===== src/rtl/cdc_rx_ctrl.sv =====
// ---------------------------------------------------------------------------
// cdc_rx_ctrl
//
// Receive-side controller for a 4-phase req/ack crossing into the clk domain.
// The foreign request is synchronised through a SYNC_DEPTH flop chain. The
// sender-held data word is sampled once in CAPTURE and then presented on a
// valid/ready interface. A registered acknowledge goes back to the sender, and
// completed consumer handshakes are counted.
//
// Ports
//   clk         in   rising-edge clock
//   rst_n       in   asynchronous assert, active-low reset
//   async_req   in   4-phase request level from the foreign domain
//   async_data  in   sender data, stable from req rise until ack rise
//   ack         out  registered acknowledge to the sender
//   out_data    out  captured word
//   out_valid   out  out_data holds an unconsumed word
//   out_ready   in   consumer accepts when high together with out_valid
//   err_clr     in   single-cycle clear of proto_err
//   proto_err   out  sticky protocol-violation flag
//   xfer_cnt    out  completed handshakes, wraps silently
// ---------------------------------------------------------------------------
module cdc_rx_ctrl #(
    parameter int DATA_WIDTH = 32,
    parameter int SYNC_DEPTH = 2,
    parameter int CNT_WIDTH  = 16
) (
    input  logic                  clk,
    input  logic                  rst_n,
    input  logic                  async_req,
    input  logic [DATA_WIDTH-1:0] async_data,
    output logic                  ack,
    output logic [DATA_WIDTH-1:0] out_data,
    output logic                  out_valid,
    input  logic                  out_ready,
    input  logic                  err_clr,
    output logic                  proto_err,
    output logic [CNT_WIDTH-1:0]  xfer_cnt
);

    // A single-stage synchroniser gives no metastability settling time.
    generate
        if (SYNC_DEPTH < 2) begin : g_bad_depth
            $error("cdc_rx_ctrl: SYNC_DEPTH must be 2 or greater");
        end
    endgenerate

    typedef enum logic [1:0] {
        ST_IDLE,
        ST_CAPTURE,
        ST_HOLD,
        ST_ACK_WAIT
    } state_t;

    state_t                state_reg, state_next;
    logic [SYNC_DEPTH-1:0] sync_chain_reg;
    logic                  sync_req;
    logic                  ack_reg, ack_next;
    logic                  out_valid_reg, out_valid_next;
    logic [DATA_WIDTH-1:0] out_data_reg, out_data_next;
    logic                  proto_err_reg, proto_err_next;
    logic [CNT_WIDTH-1:0]  xfer_cnt_reg, xfer_cnt_next;
    logic                  violation;

    // Request synchroniser: bit 0 takes the raw level, the top bit is the
    // only one the FSM is allowed to look at.
    always_ff @(posedge clk or negedge rst_n) begin
        if (!rst_n) begin
            sync_chain_reg <= '0;
        end else begin
            sync_chain_reg <= {sync_chain_reg[SYNC_DEPTH-2:0], async_req};
        end
    end

    assign sync_req = sync_chain_reg[SYNC_DEPTH-1];

    always_ff @(posedge clk or negedge rst_n) begin
        if (!rst_n) begin
            state_reg     <= ST_IDLE;
            ack_reg       <= 1'b0;
            out_valid_reg <= 1'b0;
            out_data_reg  <= '0;
            proto_err_reg <= 1'b0;
            xfer_cnt_reg  <= '0;
        end else begin
            state_reg     <= state_next;
            ack_reg       <= ack_next;
            out_valid_reg <= out_valid_next;
            out_data_reg  <= out_data_next;
            proto_err_reg <= proto_err_next;
            xfer_cnt_reg  <= xfer_cnt_next;
        end
    end

    always_comb begin
        state_next     = state_reg;
        ack_next       = ack_reg;
        out_valid_next = out_valid_reg;
        out_data_next  = out_data_reg;
        xfer_cnt_next  = xfer_cnt_reg;
        violation      = 1'b0;

        case (state_reg)
            ST_IDLE: begin
                if (sync_req) begin
                    state_next = ST_CAPTURE;
                end
            end

            ST_CAPTURE: begin
                // async_data is safe to sample here: the sender holds it
                // until it sees ack, and ack is still low.
                out_data_next  = async_data;
                out_valid_next = 1'b1;
                state_next     = ST_HOLD;
                violation      = ~sync_req;
            end

            ST_HOLD: begin
                // A request withdrawn before ack is flagged, but the word
                // already captured is still delivered and acknowledged.
                violation = ~sync_req;
                if (out_valid_reg && out_ready) begin
                    out_valid_next = 1'b0;
                    ack_next       = 1'b1;
                    xfer_cnt_next  = xfer_cnt_reg + 1'b1;
                    state_next     = ST_ACK_WAIT;
                end
            end

            ST_ACK_WAIT: begin
                if (!sync_req) begin
                    ack_next   = 1'b0;
                    state_next = ST_IDLE;
                end
            end

            default: begin
                state_next = ST_IDLE;
            end
        endcase

        // A fresh violation takes priority over a coincident clear.
        if (violation) begin
            proto_err_next = 1'b1;
        end else if (err_clr) begin
            proto_err_next = 1'b0;
        end else begin
            proto_err_next = proto_err_reg;
        end
    end

    assign ack       = ack_reg;
    assign out_valid = out_valid_reg;
    assign out_data  = out_data_reg;
    assign proto_err = proto_err_reg;
    assign xfer_cnt  = xfer_cnt_reg;

endmodule


===== config.mk =====
export PLATFORM = sky130hd
export DESIGN_NAME = cdc_rx_ctrl
export DESIGN_NICKNAME = d
export VERILOG_FILES = /design/src/rtl/cdc_rx_ctrl.sv
export SDC_FILE = /design/constraint.sdc
export NUM_CORES = 1
export LEC_CHECK = 0
export CORE_AREA = 2 2 73 75
export CTS_CLUSTER_SIZE = 40
export DETAILED_ROUTE_END_ITERATION = 10
export DIE_AREA = 0 0 75 77
export PLACE_DENSITY = 0.87
export SYNTH_ARGS = -nofsm -noshare
export SYNTH_HDL_FRONTEND = slang
export SYNTH_SLANG_ARGS = --single-unit
export TNS_END_PERCENT = 100

===== constraint.sdc =====
create_clock -name clk -period 3.1 [get_ports clk]
set_input_delay 0.31 -clock clk [delete_from_list [all_inputs] [get_ports clk]]
set_output_delay 0.31 -clock clk [all_outputs]
set_load 0.02 [all_outputs]

==> flow_metrics.py <==
metrics = {
    "place": {
        "portBuffers": 87,
        "place_inst": 320,
        "dp_hpwl_um": 3290,
        "place_congestion": 0.734,
    },
    "setup_path": {
        "cpPeakStageDelay_ns": 0.51,
        "r2r_cells": 6,
        "worstPathRequired_ns": 3.29,
        "crit_type": "register to register",
        "crit_slowest_cell": "nor4_1",
        "crit_fanout": 5,
        "end_kind": "register",
        "worstPathBufferInverterCount": 1,
        "arrival_ns": 2.15,
        "worstSetupStartpoint": "state_reg[0]",
        "r2r_end": "xfer_cnt[13]",
        "crit_chain": "inv_1, ha_1, nand3_1, nor4_1, nand4_1, xnor2_1",
        "critPathTopFamily": "simple AND/OR/NAND/NOR gates",
        "r2r_setup_slack_ns": 1.14,
        "critPathLaunchType": "register",
        "r2r_start": "state_reg[0]",
    },
    "min_path": {
        "hold_class": "input pin to async pin",
    },
    "clock_tree": {
        "root_buffer": "clkbuf_8",
        "cts_tree": "done",
        "postCtsHoldBufs": 0,
        "insertion_delay_ns": 0.30,
        "post_cts_resized": 0,
        "clock-sinks": 55,
        "htreeDepth": 2,
        "postCtsSetupRepairBufs": 0,
        "cts_buffer_depth": 2,
        "path_clk_slew_ns": 0.10,
        "numCtsBuffers": 5,
    },
    "yosys": {
        "ys_warn_count": 0,
        "synth_simple_gate_area_share_pct": 8.12,
        "syn_area_um2": 2230,
        "synth-compound-area-share_pct": 2.13,
        "synth.avg_cell_area_um2": 13.5,
        "syn_nets": 209,
        "synth-seq-cells": 55,
        "synth_top_family_by_area": "multiplexers",
        "synthCells": 165,
        "synth.distinct_cells": 25,
        "synth_mux_area_share_pct": 16.1,
        "synth_xor_xnor_area_share_pct": 5.88,
        "synthAdderAreaFrac_pct": 3.92,
        "yosysSeqAreaShare_pct": 61.6,
    },
    "drt": {
        "viasPerCell": 4.72,
        "finalWirelength_um": 4380,
        "vias": 1547,
        "dr.pass1.iters": 4,
        "ant_nets": 0,
        "drt_iter0_drc": 46,
        "remaining_drc_errors": 0,
        "wl_per_cell_um": 13.4,
    },
    "finish": {
        "final_cell_mix": "86 x clkdlybuf4s50_1, 55 x dfrtp_1, 32 x mux2_2, 12 x xnor2_1, 10 x nand2_1",
        "final_net_count": 301,
        "final_common_cell": "clkdlybuf4s50_1",
        "largest_register_ffs": 32,
        "area_delta_synth_final_pct": 48.4,
        "num_antenna_cells": 0,
        "fin_cells": 328,
        "drive_gt1_share_pct": 18.6,
        "nFillCells": 403,
    },
    "grt": {
        "grt_max_degree": 56,
        "grt_pass1_wl_um": 7350,
        "grtUsageTotal_pct": 16.5,
        "grt_overflow_total": 0,
        "grt_pass1_vias": 1597,
        "antenna_found_initial": 0,
    },
    "sta": {
        "fin_crit_sh_pct": 63.2,
        "clock_skew_ns": 0.00679,
        "finalMaxSlewViolations": 0,
        "setup_viol": 0,
        "hold_viol_final": 0,
        "rsz0062_at_grt": "false",
        "worst_slew_pin_slew_ns": 0.720,
        "relSlewSlack_pct": 52.0,
        "fmaxAchievable_mhz": 511,
        "fin_setup_tns_ns": 0,
        "post-route-min-period_ns": 1.96,
    },
    "power": {
        "p_leak_nw": 1.43,
        "peakVddDrop_uv": 554,
        "total_power_mw": 3.15,
        "powerDensity_nw_per_um2": 951,
    },
    "die": {
        "io_pins": 88,
        "rows": 26,
        "fp.dieH_um": 77,
        "die-area_um2": 5780,
        "core_area_um2": 4980,
        "fp.dieW_um": 75,
        "start_util_pct": 44.9,
    },
    "status": {
        "status": "finished, final reports clean",
    },
    "flow_run": {
        "maxCapViolCount": 0,
    },
}
==> synthesized netlist by cell type <==
library cell | instances | area, µm²
buf_2 | 1 | 5.00
dfrtp_1 | 55 | 1380
a21oi_1 | 1 | 5.00
and3_2 | 1 | 7.51
inv_1 | 9 | 33.8
or2_2 | 1 | 6.26
mux2_2 | 32 | 360
nand4_2 | 1 | 12.5
nand2_1 | 10 | 37.5
nand4_1 | 4 | 25.0
o21ai_0 | 3 | 15.0
nor2_2 | 1 | 6.26
a221oi_1 | 1 | 8.76
and3_1 | 1 | 6.26
xnor2_1 | 12 | 105
xor2_1 | 3 | 26.3
nor2_1 | 8 | 30.0
ha_1 | 7 | 87.6
or4_4 | 1 | 11.3
and2_1 | 1 | 6.26
nor4_1 | 1 | 6.26
nor2b_1 | 1 | 6.26
clkbuf_1 | 3 | 11.3
nand3_1 | 4 | 20.0
o22ai_1 | 3 | 18.8
==> report_power, final <==
group | switching (mW) | leakage [nW] | internal [mW]
combinational | 0.702 | 0.707 | 0.816
sequential | 0.163 | 0.663 | 0.991
clock | 0.220 | 0.0612 | 0.262
==> per-layer routing <==
| layer | vias up | wire length [µm] | global-route usage (%) |
|---|---|---|---|
| met3 | 2 | 359 | 7.23 |
| met4 | 0 | 16 | 3.21 |
| met1 | 750 | 1770 | 20.2 |
| li1 | 743 | - | - |
| met5 | - | 0 | 0 |
| met2 | 52 | 2230 | 26.9 |
==> layout make-up <==
cell class	count	area, µm²	area share [%]
clock buffers	6	82.6	2.49
clock inverters	2	35.0	1.06
inverters	9	33.8	1.02
multi-input cells	97	808	24.4
flip-flops and latches	55	1380	41.5
well taps	70	87.6	2.64
repair buffers	89	893	26.9
==> worst max-delay path by stage <==
stage                   end  slack [ns]  cells after the start
2_1_floorplan  xfer_cnt[13]        1.39                      6
3_3_place_gp   xfer_cnt[13]        1.13                      5
3_5_place_dp   xfer_cnt[13]        1.08                      5
4_1_cts        xfer_cnt[13]        1.12                      6
5_1_grt        xfer_cnt[13]        0.92                      6
6_report       xfer_cnt[13]        1.14                      6
==> logic make-up after synthesis <==
kind of cell	Yosys count
xor+xnor	15
mux	32
fa+ha+maj	7
buf+inv	13
compound gates	8
simple gates	35
flops	55
==> per-stage QoR <==
step           area (µm²)  setup WS, ns  hold WS (ns)  utilization (%)
2_1_floorplan        2230          1.39        0.0144                -
3_3_place_gp         3200          1.13         0.334             64.3
3_5_place_dp         3200          1.08         0.336             64.3
4_1_cts              3320          1.12         0.150             66.6
5_1_grt              3320         0.922         0.178             66.6
6_report             3320          1.14         0.114             66.6
No activity file was read; power rests on OpenSTA's default activity.
